[src/rtl/alu_op_decoder.sv]
// -----------------------------------------------------------------------------
// alu_op_decoder
//   Decodes RV32I OP / OP-IMM instructions, and BRANCH instructions when
//   enabled, into an ALU op code, an immediate and an operand-select flag.
//   The result is held in a single output register with a valid/ready
//   handshake. The latency is 1 cycle and the block accepts one instruction
//   per cycle.
//
// Configuration macro:
//   ALU_DEC_BRANCH_EN - when defined, BRANCH (1100011) is decoded to compare
//                       ops. When it is undefined, BRANCH is treated as illegal.
//
// Ports:
//   clk_i          clock, rising edge
//   rst_ni         asynchronous active-low reset
//   instr_i        32-bit instruction word
//   instr_valid_i  instr_i valid
//   instr_ready_o  decoder can accept instr_i this cycle
//   out_valid_o    registered decode result valid
//   out_ready_i    consumer takes the result this cycle
//   alu_op_o       5-bit ALU op code
//   imm_o          decoded immediate
//   use_imm_o      second operand is imm_o instead of rs2
//   illegal_o      instruction not decodable here
//   illegal_cnt_o  saturating count of accepted illegal instructions
// -----------------------------------------------------------------------------
module alu_op_decoder (
    input  logic        clk_i,
    input  logic        rst_ni,
    input  logic [31:0] instr_i,
    input  logic        instr_valid_i,
    output logic        instr_ready_o,
    output logic        out_valid_o,
    input  logic        out_ready_i,
    output logic [4:0]  alu_op_o,
    output logic [31:0] imm_o,
    output logic        use_imm_o,
    output logic        illegal_o,
    output logic [7:0]  illegal_cnt_o
);

    localparam logic [6:0] OPC_OP     = 7'b0110011;
    localparam logic [6:0] OPC_OP_IMM = 7'b0010011;
    localparam logic [6:0] OPC_BRANCH = 7'b1100011;
    localparam logic [6:0] F7_ZERO    = 7'b0000000;
    localparam logic [6:0] F7_ALT     = 7'b0100000;

    logic [6:0]  w_opcode;
    logic [2:0]  w_f3;
    logic [6:0]  w_f7;
    logic [4:0]  w_op;
    logic [31:0] w_imm;
    logic        w_use_imm;
    logic        w_ill;
    logic        w_accept;
    logic        w_unused;

    logic        r_valid;
    logic [4:0]  r_op;
    logic [31:0] r_imm;
    logic        r_use_imm;
    logic        r_ill;
    logic [7:0]  r_ill_cnt;

    assign w_opcode = instr_i[6:0];
    assign w_f3     = instr_i[14:12];
    assign w_f7     = instr_i[31:25];
    // The register fields are not needed for the ALU op.
    assign w_unused = ^{instr_i[19:15], instr_i[11:7]};

    // Ready is gated by reset so that nothing is accepted while rst_ni is low.
    // During reset r_valid is already 0.
    assign instr_ready_o = rst_ni && (!r_valid || out_ready_i);
    assign w_accept      = instr_valid_i && instr_ready_o;

    // Combinational decode. Every path starts from the illegal defaults and
    // overrides them only on an encoding it recognises.
    always_comb begin
        w_op      = 5'b00000;
        w_imm     = 32'h0;
        w_use_imm = 1'b0;
        w_ill     = 1'b1;
        if (instr_i[1:0] == 2'b11) begin
            case (w_opcode)
                OPC_OP: begin
                    if (w_f7 == F7_ZERO) begin
                        w_op  = {2'b00, w_f3};
                        w_ill = 1'b0;
                    end else if (w_f7 == F7_ALT) begin
                        if (w_f3 == 3'b000) begin
                            w_op  = 5'b10000;   // SUB
                            w_ill = 1'b0;
                        end else if (w_f3 == 3'b101) begin
                            w_op  = 5'b01101;   // SRA
                            w_ill = 1'b0;
                        end
                    end
                end
                OPC_OP_IMM: begin
                    case (w_f3)
                        3'b001: begin
                            if (w_f7 == F7_ZERO) begin
                                w_op      = 5'b00001;
                                w_imm     = {27'h0, instr_i[24:20]};
                                w_use_imm = 1'b1;
                                w_ill     = 1'b0;
                            end
                        end
                        3'b101: begin
                            if (w_f7 == F7_ZERO || w_f7 == F7_ALT) begin
                                // funct7 bit 5 selects SRA (01101) over SRL (00101).
                                w_op      = {1'b0, w_f7[5], 3'b101};
                                w_imm     = {27'h0, instr_i[24:20]};
                                w_use_imm = 1'b1;
                                w_ill     = 1'b0;
                            end
                        end
                        default: begin
                            // The funct3 value is the op code for the non-shift immediates.
                            w_op      = {2'b00, w_f3};
                            w_imm     = {{20{instr_i[31]}}, instr_i[31:20]};
                            w_use_imm = 1'b1;
                            w_ill     = 1'b0;
                        end
                    endcase
                end
`ifdef ALU_DEC_BRANCH_EN
                OPC_BRANCH: begin
                    if (w_f3 != 3'b010 && w_f3 != 3'b011) begin
                        w_op  = {2'b11, w_f3};
                        w_imm = {{19{instr_i[31]}}, instr_i[31], instr_i[7],
                                 instr_i[30:25], instr_i[11:8], 1'b0};
                        w_ill = 1'b0;
                    end
                end
`else
                // BRANCH decode is not built. The opcode falls through to illegal.
                OPC_BRANCH: ;
`endif
                default: ;
            endcase
        end
    end

    always_ff @(posedge clk_i or negedge rst_ni) begin
        if (!rst_ni) begin
            r_valid   <= 1'b0;
            r_op      <= 5'b0;
            r_imm     <= 32'h0;
            r_use_imm <= 1'b0;
            r_ill     <= 1'b0;
            r_ill_cnt <= 8'h0;
        end else begin
            if (w_accept) begin
                r_valid   <= 1'b1;
                r_op      <= w_op;
                r_imm     <= w_imm;
                r_use_imm <= w_use_imm;
                r_ill     <= w_ill;
                if (w_ill && r_ill_cnt != 8'hFF)
                    r_ill_cnt <= r_ill_cnt + 8'd1;
            end else if (out_ready_i) begin
                // Drain: the valid bit drops and the data outputs keep their last value.
                r_valid <= 1'b0;
            end
        end
    end

    assign out_valid_o   = r_valid;
    assign alu_op_o      = r_op;
    assign imm_o         = r_imm;
    assign use_imm_o     = r_use_imm;
    assign illegal_o     = r_ill;
    assign illegal_cnt_o = r_ill_cnt;

endmodule

[config.mk]
export PLATFORM = sky130hd
export DESIGN_NAME = alu_op_decoder
export DESIGN_NICKNAME = d
export VERILOG_FILES = /design/src/rtl/alu_op_decoder.sv
export SDC_FILE = /design/constraint.sdc
export NUM_CORES = 1
export LEC_CHECK = 0
export BUFFER_PORTS_ARGS = -buffer_cell sky130_fd_sc_hd__buf_4
export CORE_UTILIZATION = 46
export DETAILED_ROUTE_END_ITERATION = 6
export GPL_TIMING_DRIVEN = 0
export PLACE_DENSITY = 0.84
export SETUP_SLACK_MARGIN = 0.2
export SLEW_MARGIN = 20
export SYNTH_ARGS = -nofsm -noshare
export SYNTH_HDL_FRONTEND = slang
export SYNTH_SLANG_ARGS = --single-unit
[constraint.sdc]
create_clock -name clk_i -period 2.8 [get_ports clk_i]
set_clock_uncertainty 0.2 [all_clocks]
set_input_delay 0.28 -clock clk_i [delete_from_list [all_inputs] [get_ports clk_i]]
set_output_delay 0.28 -clock clk_i [all_outputs]
set_load 0.005 [all_outputs]
Yosys cells after proc, flatten, opt, wreduce, memory -nomap -nowiden
Cells that the tools add are included.
- bits in registers: 48
- input port bits: 36
- output and inout port bits: 49
- logic and storage cells: 54
- $add $sub $neg: 1
- equality and inequality tests: 7
- muxes and demuxes: 30
- reductions and logical operators: 10
- operators by type and width (operator ; count):
    $mux W32 ; 2
    $pmux W32 S2 ; 1
    $mux W5 ; 6
    $pmux W5 S2 ; 2
    $eq A7 B6 Y1 const B ; 2
    $mux W1 ; 14
    $add A8 B1 Y8 const B ; 1
    $mux W4 ; 2
    $ne A8 B8 Y1 const B ; 1
    $eq A7 B5 Y1 const B ; 1
    $logic_not A7 Y1 ; 1
    $pmux W1 S2 ; 3
    $eq A3 B1 Y1 const B ; 1
    $eq A3 B3 Y1 const B ; 1
    $logic_and A1 B1 Y1 ; 3
    $logic_not A3 Y1 ; 1
    $eq A2 B2 Y1 const B ; 1
    $logic_or A1 B1 Y1 ; 2
    $reduce_and A2 Y1 ; 1
    $reduce_bool A2 Y1 ; 1
    $logic_not A1 Y1 ; 1

Depth between registers and ports, before layout
Gate-level depths: netlist (run 1).
- depth after elaboration: 9
- gate-level depth with buffers: 5
- mapped depth without buffers: 5

Worst setup path after synthesis (run 1)
OpenSTA, ideal clock, no wires.
- path type: in2reg
- start point: input port instr_i[3]
- end point: register r_ill_cnt[1] (netlist: illegal_cnt_o[1])
- setup time: 125 ps
- arrival time: 1862 ps
- required time: 2475 ps
- slack: 613 ps
- cell stages on the path: 5
- path buffers: 0
- path through: or4b_4 -> or3_1 -> o32a_4 -> nand2_4 -> mux2_4
- word-level cells in the longest chain between the ends: 5
- elaborated cells between the ends (all ways): 6
- those cells by class: 2 x eq/ne; 2 x mux; 2 x reduce/logical
- ends and longest elaborated chain (item ; line ; RTL):
    from (decl) ; 30 ; input logic [31:0] instr_i,
    $eq A7 B5 Y1 / $eq A7 B6 Y1 (equally long branches) ; 84 ; case (w_opcode)
    $pmux W1 S2 (*) ; 84 ;
    $mux W1 (*) ; 83 ; if (instr_i[1:0] == 2'b11) begin
    $logic_and A1 B1 Y1 (*) ; 160 ; if (w_ill && r_ill_cnt != 8'hFF)
    $reduce_and A2 Y1 (no line) (*) ; -- ;
    to (signal assigned) ; 161 ; r_ill_cnt <= r_ill_cnt + 8'd1;
    to (decl) ; 63 ; logic [7:0] r_ill_cnt;
Every way passes the cells marked *; elsewhere a longest branch is shown, timed or not.
A chain may end at the register's enable or synchronous reset.

Worst setup path in the final report (run 1)
- start point: input port instr_i[25]
- end point: register r_ill_cnt[1] (netlist: illegal_cnt_o[1])
- word-level cells in the longest chain between the ends: 8
- elaborated cells between the ends (all ways): 12
- those cells by class: 1 x eq/ne; 7 x mux; 4 x reduce/logical
- ends and longest elaborated chain (item ; line ; RTL):
    $eq A7 B6 Y1 / $logic_not A7 Y1 (equally long branches) ; -- ;
    $logic_or A1 B1 Y1 ; 110 ; if (w_f7 == F7_ZERO || w_f7 == F7_ALT) begin
    $mux W1 ; 110 ;
    $pmux W1 S2 ; 100 ; case (w_f3)
    $pmux W1 S2 (*) ; 84 ;
    $mux W1 (*) ; 83 ;
    $logic_and A1 B1 Y1 (*) ; 160 ;
    $reduce_and A2 Y1 (no line) (*) ; -- ;
Marks and branches as above.

==> results of run 1 <==
[cells in the final DEF, fill, tap and decap left out, types with 3 or more instances in the layout]
cell	Yosys	routed
nor2_1	5	5
nand3_1	7	7
clkbuf_4	0	3
and3_1	3	3
dfrtp_1	28	28
buf_4	20	94
dlygate4sd3_1	0	12
a22o_1	12	12
nand2b_1	3	3
xnor2_1	7	7
nand2_1	11	11
nand4_1	3	3
[worst max-delay path, delay by kind of cell]
kind | cells | cell delay, ns
AND/OR/NAND/NOR | 3 | 0.81
buffers and inverters | 2 | 0.69
multiplexers | 1 | 0.30
AO/OA/AOI/OAI | 1 | 0.46
[routing by layer]
metal  up-vias  wire length (µm)  share of wire
li1        632                 -              -
met1       617              1424           0.41
met2        67              1702           0.49
met3         6               295          0.085
met4         0                63          0.018
met5         -                 0              0
[how the worst max path moves through the flow]
stage | startpoint | end | slack [ns] | cells after the start
after detailed placement | instr_i[3] | illegal_cnt_o[1] | 0.44 | 6
after CTS | instr_i[25] | illegal_cnt_o[1] | 0.33 | 7
final | instr_i[25] | illegal_cnt_o[1] | 0.28 | 7
after floorplan | instr_i[3] | illegal_cnt_o[1] | 0.61 | 5
after global routing | instr_i[25] | illegal_cnt_o[1] | 0.22 | 7
after global placement | instr_i[3] | illegal_cnt_o[1] | 0.46 | 6
[registers in the layout, summed over array words and instances (netlist names)]
signal	cells
illegal_cnt_o	8
imm_o	12
out_valid_o	1
alu_op_o	5
illegal_o	1
use_imm_o	1
[final cells by class]
cell class	count	area (µm²)
clock buffers	3	22.52
flip-flops and latches	28	700.7
fillers	202	650.6
multi-input cells	79	569.3
well taps	31	38.79
repair buffers	86	675.6
plain buffers	22	157.7
inverters	2	7.507
clock inverters	1	30.03
[cell families after synthesis]
| kind of cell | share of synthesized area |
|---|---|
| AOI/OAI and AO/OA | 0.1534 |
| xor gates and xnor gates | 0.04882 |
| adders and majority gates | 0.008717 |
| buffers and inverters | 0.1151 |
| DFF | 0.4882 |
| muxes | 0.01831 |
| and+or+nand+nor | 0.1674 |
[report_power, final]
part / switching, mW / internal, mW / total [mW]
clock network: 0.116 / 0.145 / 0.260
registers: 0.0531 / 0.443 / 0.496
logic: 0.0882 / 0.140 / 0.228
[cells in the mapped netlist (2+ instances only)]
library cell	instances	area share
or3_1	2	0.0087
nor3_2	2	0.014
o211ai_1	2	0.010
dfrtp_1	28	0.49
inv_1	2	0.0052
clkbuf_1	2	0.0052
nand2b_1	3	0.013
a21oi_1	2	0.0070
buf_4	20	0.10
nor2_1	5	0.013
xnor2_1	7	0.043
nand4_1	3	0.013
nand2_1	11	0.029
o31ai_1	2	0.010
nand3_1	7	0.024
a22o_1	12	0.073
and3_1	3	0.013
[repair_timing]
item / 4_1_cts / 5_1_grt
gates resized for setup: 0 / 0
hold buffers: 12 / 0
endpoints found under the hold margin: 39 / 0
[per-stage QoR]
stage	instances	setup WS (ns)	hold WS, ns
2_1_floorplan	131	0.6129	-0.2156
3_3_place_gp	236	0.4636	0.01411
3_5_place_dp	236	0.4389	0.02157
4_1_cts	252	0.3257	0.01061
5_1_grt	252	0.2165	0.01136
6_report	252	0.2836	0.02190
==> impl_metrics.json, run 1 <==
{
  "hold-path-cell-count": 2,
  "dieArea_um2": 3347,
  "worst_slew_margin_rel": 0.5903,
  "power_density_nw_per_um2": 447.3,
  "final_util": 0.7719,
  "r2r-end": "illegal_cnt_o[1]",
  "syn_to_final_growth_pct": 53.44,
  "port_buffers": 74,
  "nets": 259,
  "synth_area_um2": 1435,
  "final_area_um2": 2202,
  "hpwl_mm": 2.576,
  "cp_max_fo": 8,
  "setup_viol_count_final": 0,
  "timing.fmax_ghz": 0.3974,
  "required_ns": 2.83,
  "vias": 1322,
  "fin_tns_setup_ns": 0,
  "cpMaxStageDelayCell": "dlygate4sd3_1",
  "hold_violations": 0,
  "grt_max_degree": 31,
  "fin_crit_sh": 0.8987,
  "cts_tree": "done",
  "synth_flop_cell": "dfrtp_1",
  "startpoint_type": "primary input",
  "drv_slew": 0,
  "syn_area_per_cell_um2": 10.96,
  "core_region_area_um2": 2853,
  "min_period_ns": 2.516,
  "drcViolationCount": 7,
  "n_antenna_cell": 0,
  "rrSetupSlack_ns": 0.90,
  "dr.pass1.iters": 6,
  "path_clk_slew_ns": 0.15,
  "cts_root_buf": "clkbuf_4",
  "grt_pass1_wl_mm": 5.513,
  "drt_iter0_drc": 71,
  "rsz0062_at_grt": "false",
  "clock_path_buffers": 2,
  "clock_latency_ns": 0.32,
  "met1_usage": 0.2822,
  "reg2reg_depth": 5,
  "p_leak_nw": 1.149,
  "grt_busiest_layer": "met2",
  "place_area_um2": 2029,
  "overflow": 0,
  "synth-seq-cells": 28,
  "initial_core_util": 0.5031,
  "violations": "DRC",
  "cts_htree_levels": 1,
  "routabilityCongestion": 0.8109,
  "worst_ep_arrival_time_ns": 2.54,
  "die_w_um": 57.86,
  "hp-start": "instr_i[30]",
  "grt.met3_usage": 0.03795,
  "antenna_left": 0,
  "wl_per_cell_um": 13.83,
  "rows": 19,
  "min_to": "imm_o[10]",
  "ys_seq_area_frac": 0.4882,
  "drive_above_1_share": 0.4796,
  "viasPerCell": 5.246,
  "numCtsBuffers": 3,
  "drv_cap": 0,
  "die_h_um": 57.86,
  "grt_use_total": 0.2164,
  "grt.met2_usage": 0.3563,
  "cp-end-kind": "register",
  "io_pins": 85,
  "synth-edff-count": 0,
  "postCtsSetupRepairBufs": 0,
  "synthCells": 131,
  "yosysWarnings": 0,
  "outcome": "finished with violations",
  "worst_ir_drop_vdd_v": 0.0002741,
  "clock_sinks": 28,
  "cpPeakStageDelay_ns": 0.55,
  "path_cells": "dlygate4sd3_1 -> buf_4 -> nor4_1 -> nand2_1 -> o32a_4 -> nand2_4 -> mux2_4",
  "antenna_found_initial": 0,
  "hold_path_class": "primary input to register",
  "criticalPathCategory": "primary input to register",
  "synthArstFlopShare": 1.000,
  "power_mw": 0.9851,
  "r2r-start": "out_valid_o",
  "synthDistinctLibCells": 35,
  "syn_nets": 168,
  "routed_wl_mm": 3.486,
  "tightest_slew_ns": 0.6146,
  "grt_pass1_vias": 1178
}
Note: power is estimated with default switching activity, not from simulation.
==> run 2, diff against run 1 <==
--- a/config.mk
+++ b/config.mk
@@ -5,11 +5,10 @@
 export SDC_FILE = /design/constraint.sdc
 export NUM_CORES = 1
 export LEC_CHECK = 0
-export BUFFER_PORTS_ARGS = -buffer_cell sky130_fd_sc_hd__buf_4
-export CORE_UTILIZATION = 46
+export CORE_UTILIZATION = 50
+export CTS_BUF_LIST = sky130_fd_sc_hd__clkbuf_4 sky130_fd_sc_hd__clkbuf_8 sky130_fd_sc_hd__clkbuf_16
 export DETAILED_ROUTE_END_ITERATION = 6
-export GPL_TIMING_DRIVEN = 0
-export PLACE_DENSITY = 0.84
+export DONT_BUFFER_PORTS = 1
 export SETUP_SLACK_MARGIN = 0.2
 export SLEW_MARGIN = 20
 export SYNTH_ARGS = -nofsm -noshare
==> impl_metrics.json, run 2 (synthesis gave the netlist of run 1 again) <==
{
  "layout_common_cells": "dfrtp_1, dlygate4sd3_1, a22o_1",
  "outcome": "complete, no violations",
  "cp_common_cell": "dlygate4sd3_1",
  "tightest_slew_ns": 0.5789,
  "nets": 176,
  "syn_to_final_growth_pct": 13.16,
  "p_leak_nw": 0.7138,
  "final_common_cell": "dfrtp_1",
  "numCtsBuffers": 3,
  "criticalPathCategory": "primary input to register",
  "initial_core_util": 0.5249,
  "drt_iter0_drc": 23,
  "grt_pass1_wl_mm": 4.974,
  "io_pins": 85,
  "die_h_um": 55.58,
  "routed_wl_mm": 3.010,
  "hold_violations": 0,
  "cts_root_buf": "clkbuf_4",
  "grt_pass1_vias": 1082,
  "worst_slew_margin_rel": 0.6105,
  "whs_ns": 0.02730,
  "hpwl_mm": 1.924,
  "dp_cells": 142,
  "timing.fmax_ghz": 0.4219,
  "antenna_left": 0,
  "power_density_nw_per_um2": 556.5,
  "path_cells": "dlygate4sd3_1 -> nand2b_1 -> nand3_1 -> buf_4 -> nor3_1 -> a32o_1 -> dlygate4sd3_1",
  "cts_tree": "done",
  "cp-end-kind": "register",
  "wl_per_cell_um": 17.81,
  "power_mw": 0.9038,
  "drive_above_1_share": 0.1087,
  "drcViolationCount": 0,
  "antenna_found_initial": 0,
  "dr.pass1.iters": 4,
  "grt_max_degree": 29,
  "routabilityCongestion": 0.7795,
  "rows": 19,
  "viasPerCell": 5.964,
  "setup_viol_count_final": 0,
  "dieArea_um2": 3089,
  "die_w_um": 55.58,
  "fin_crit_sh": 0.8466,
  "clock_latency_ns": 0.32,
  "startpoint_type": "primary input",
  "rsz0062_at_grt": "false",
  "cpPeakStageDelay_ns": 0.54,
  "port_buffers": 0,
  "cts_htree_levels": 1,
  "required_ns": 2.87,
  "cp_max_fo": 23,
  "n_antenna_cell": 0,
  "worst_ep_arrival_time_ns": 2.44,
  "core_region_area_um2": 2734,
  "clock_sinks": 28,
  "worst_ir_drop_vdd_v": 0.0003530,
  "grt_use_total": 0.2044,
  "final_cells": 169,
  "hold_path_class": "primary input to register",
  "drv_slew": 0,
  "clock_path_buffers": 2,
  "drv_cap": 0,
  "overflow": 0,
  "cpMaxStageDelayCell": "dlygate4sd3_1",
  "path_clk_slew_ns": 0.15,
  "final_util": 0.5941,
  "vias": 1008,
  "largest_register_ffs": 12,
  "fin_tns_setup_ns": 0,
  "min_period_ns": 2.370
}
[run 2: repair_timing]
action                    in CTS  in global routing
resized for setup              0                  0
hold buffers                  22                  1
hold endpoints to repair      47                  2
buffers inserted               0                  0
[run 2: area by class of cell]
cell class | instances | area, µm²
sequential | 28 | 700.7
tap | 31 | 38.79
fill | 233 | 1110
inverter | 2 | 7.507
clock buffer | 3 | 22.52
multi-input combinational | 79 | 569.3
clock inverter | 1 | 30.03
timing repair buffer | 25 | 255.2
[run 2: final timing paths]
kind / from / to / slack (ns) / cells past startpoint
worst min register to register: alu_op_o[0] / alu_op_o[0] / 0.32 / 2
worst min-delay path: instr_i[29] / alu_op_o[4] / 0.03 / 3
min in group asynchronous: rst_ni / illegal_cnt_o[1] / 0.17 / 2
max in group asynchronous: rst_ni / illegal_cnt_o[3] / 2.08 / 2
worst max register to register: out_valid_o / alu_op_o[1] / 0.52 / 6
worst max-delay path: out_ready_i / alu_op_o[1] / 0.43 / 7
[run 2: power breakdown]
group	switching, mW	internal [mW]	total, mW
registers	0.0600	0.443	0.503
logic	0.0601	0.0802	0.140
clock network	0.116	0.145	0.260
total	0.236	0.668	0.904
[run 2: per-layer routing]
layer,track usage,up-vias,share of wire
met4,0.06786,0,0.013
met1,0.2469,500,0.41
met3,0.03721,6,0.059
met2,0.3666,36,0.52
met5,0,-,0
li1,-,466,-
[run 2: worst max-delay path, delay by kind of cell]
kind	cells	cell delay [ns]
AOI/OAI and AO/OA	1	0.22
buffers and inverters	3	1.31
and+or+nand+nor	3	0.64
[run 2: per-stage QoR]
| stage | instance area (µm²) | worst slack, ns |
|---|---|---|
| 2_1_floorplan | 1435 | 0.6129 |
| 3_3_place_gp | 1331 | 0.5657 |
| 3_5_place_dp | 1331 | 0.5612 |
| 4_1_cts | 1614 | 0.4790 |
| 5_1_grt | 1624 | 0.3052 |
| 6_report | 1624 | 0.4296 |
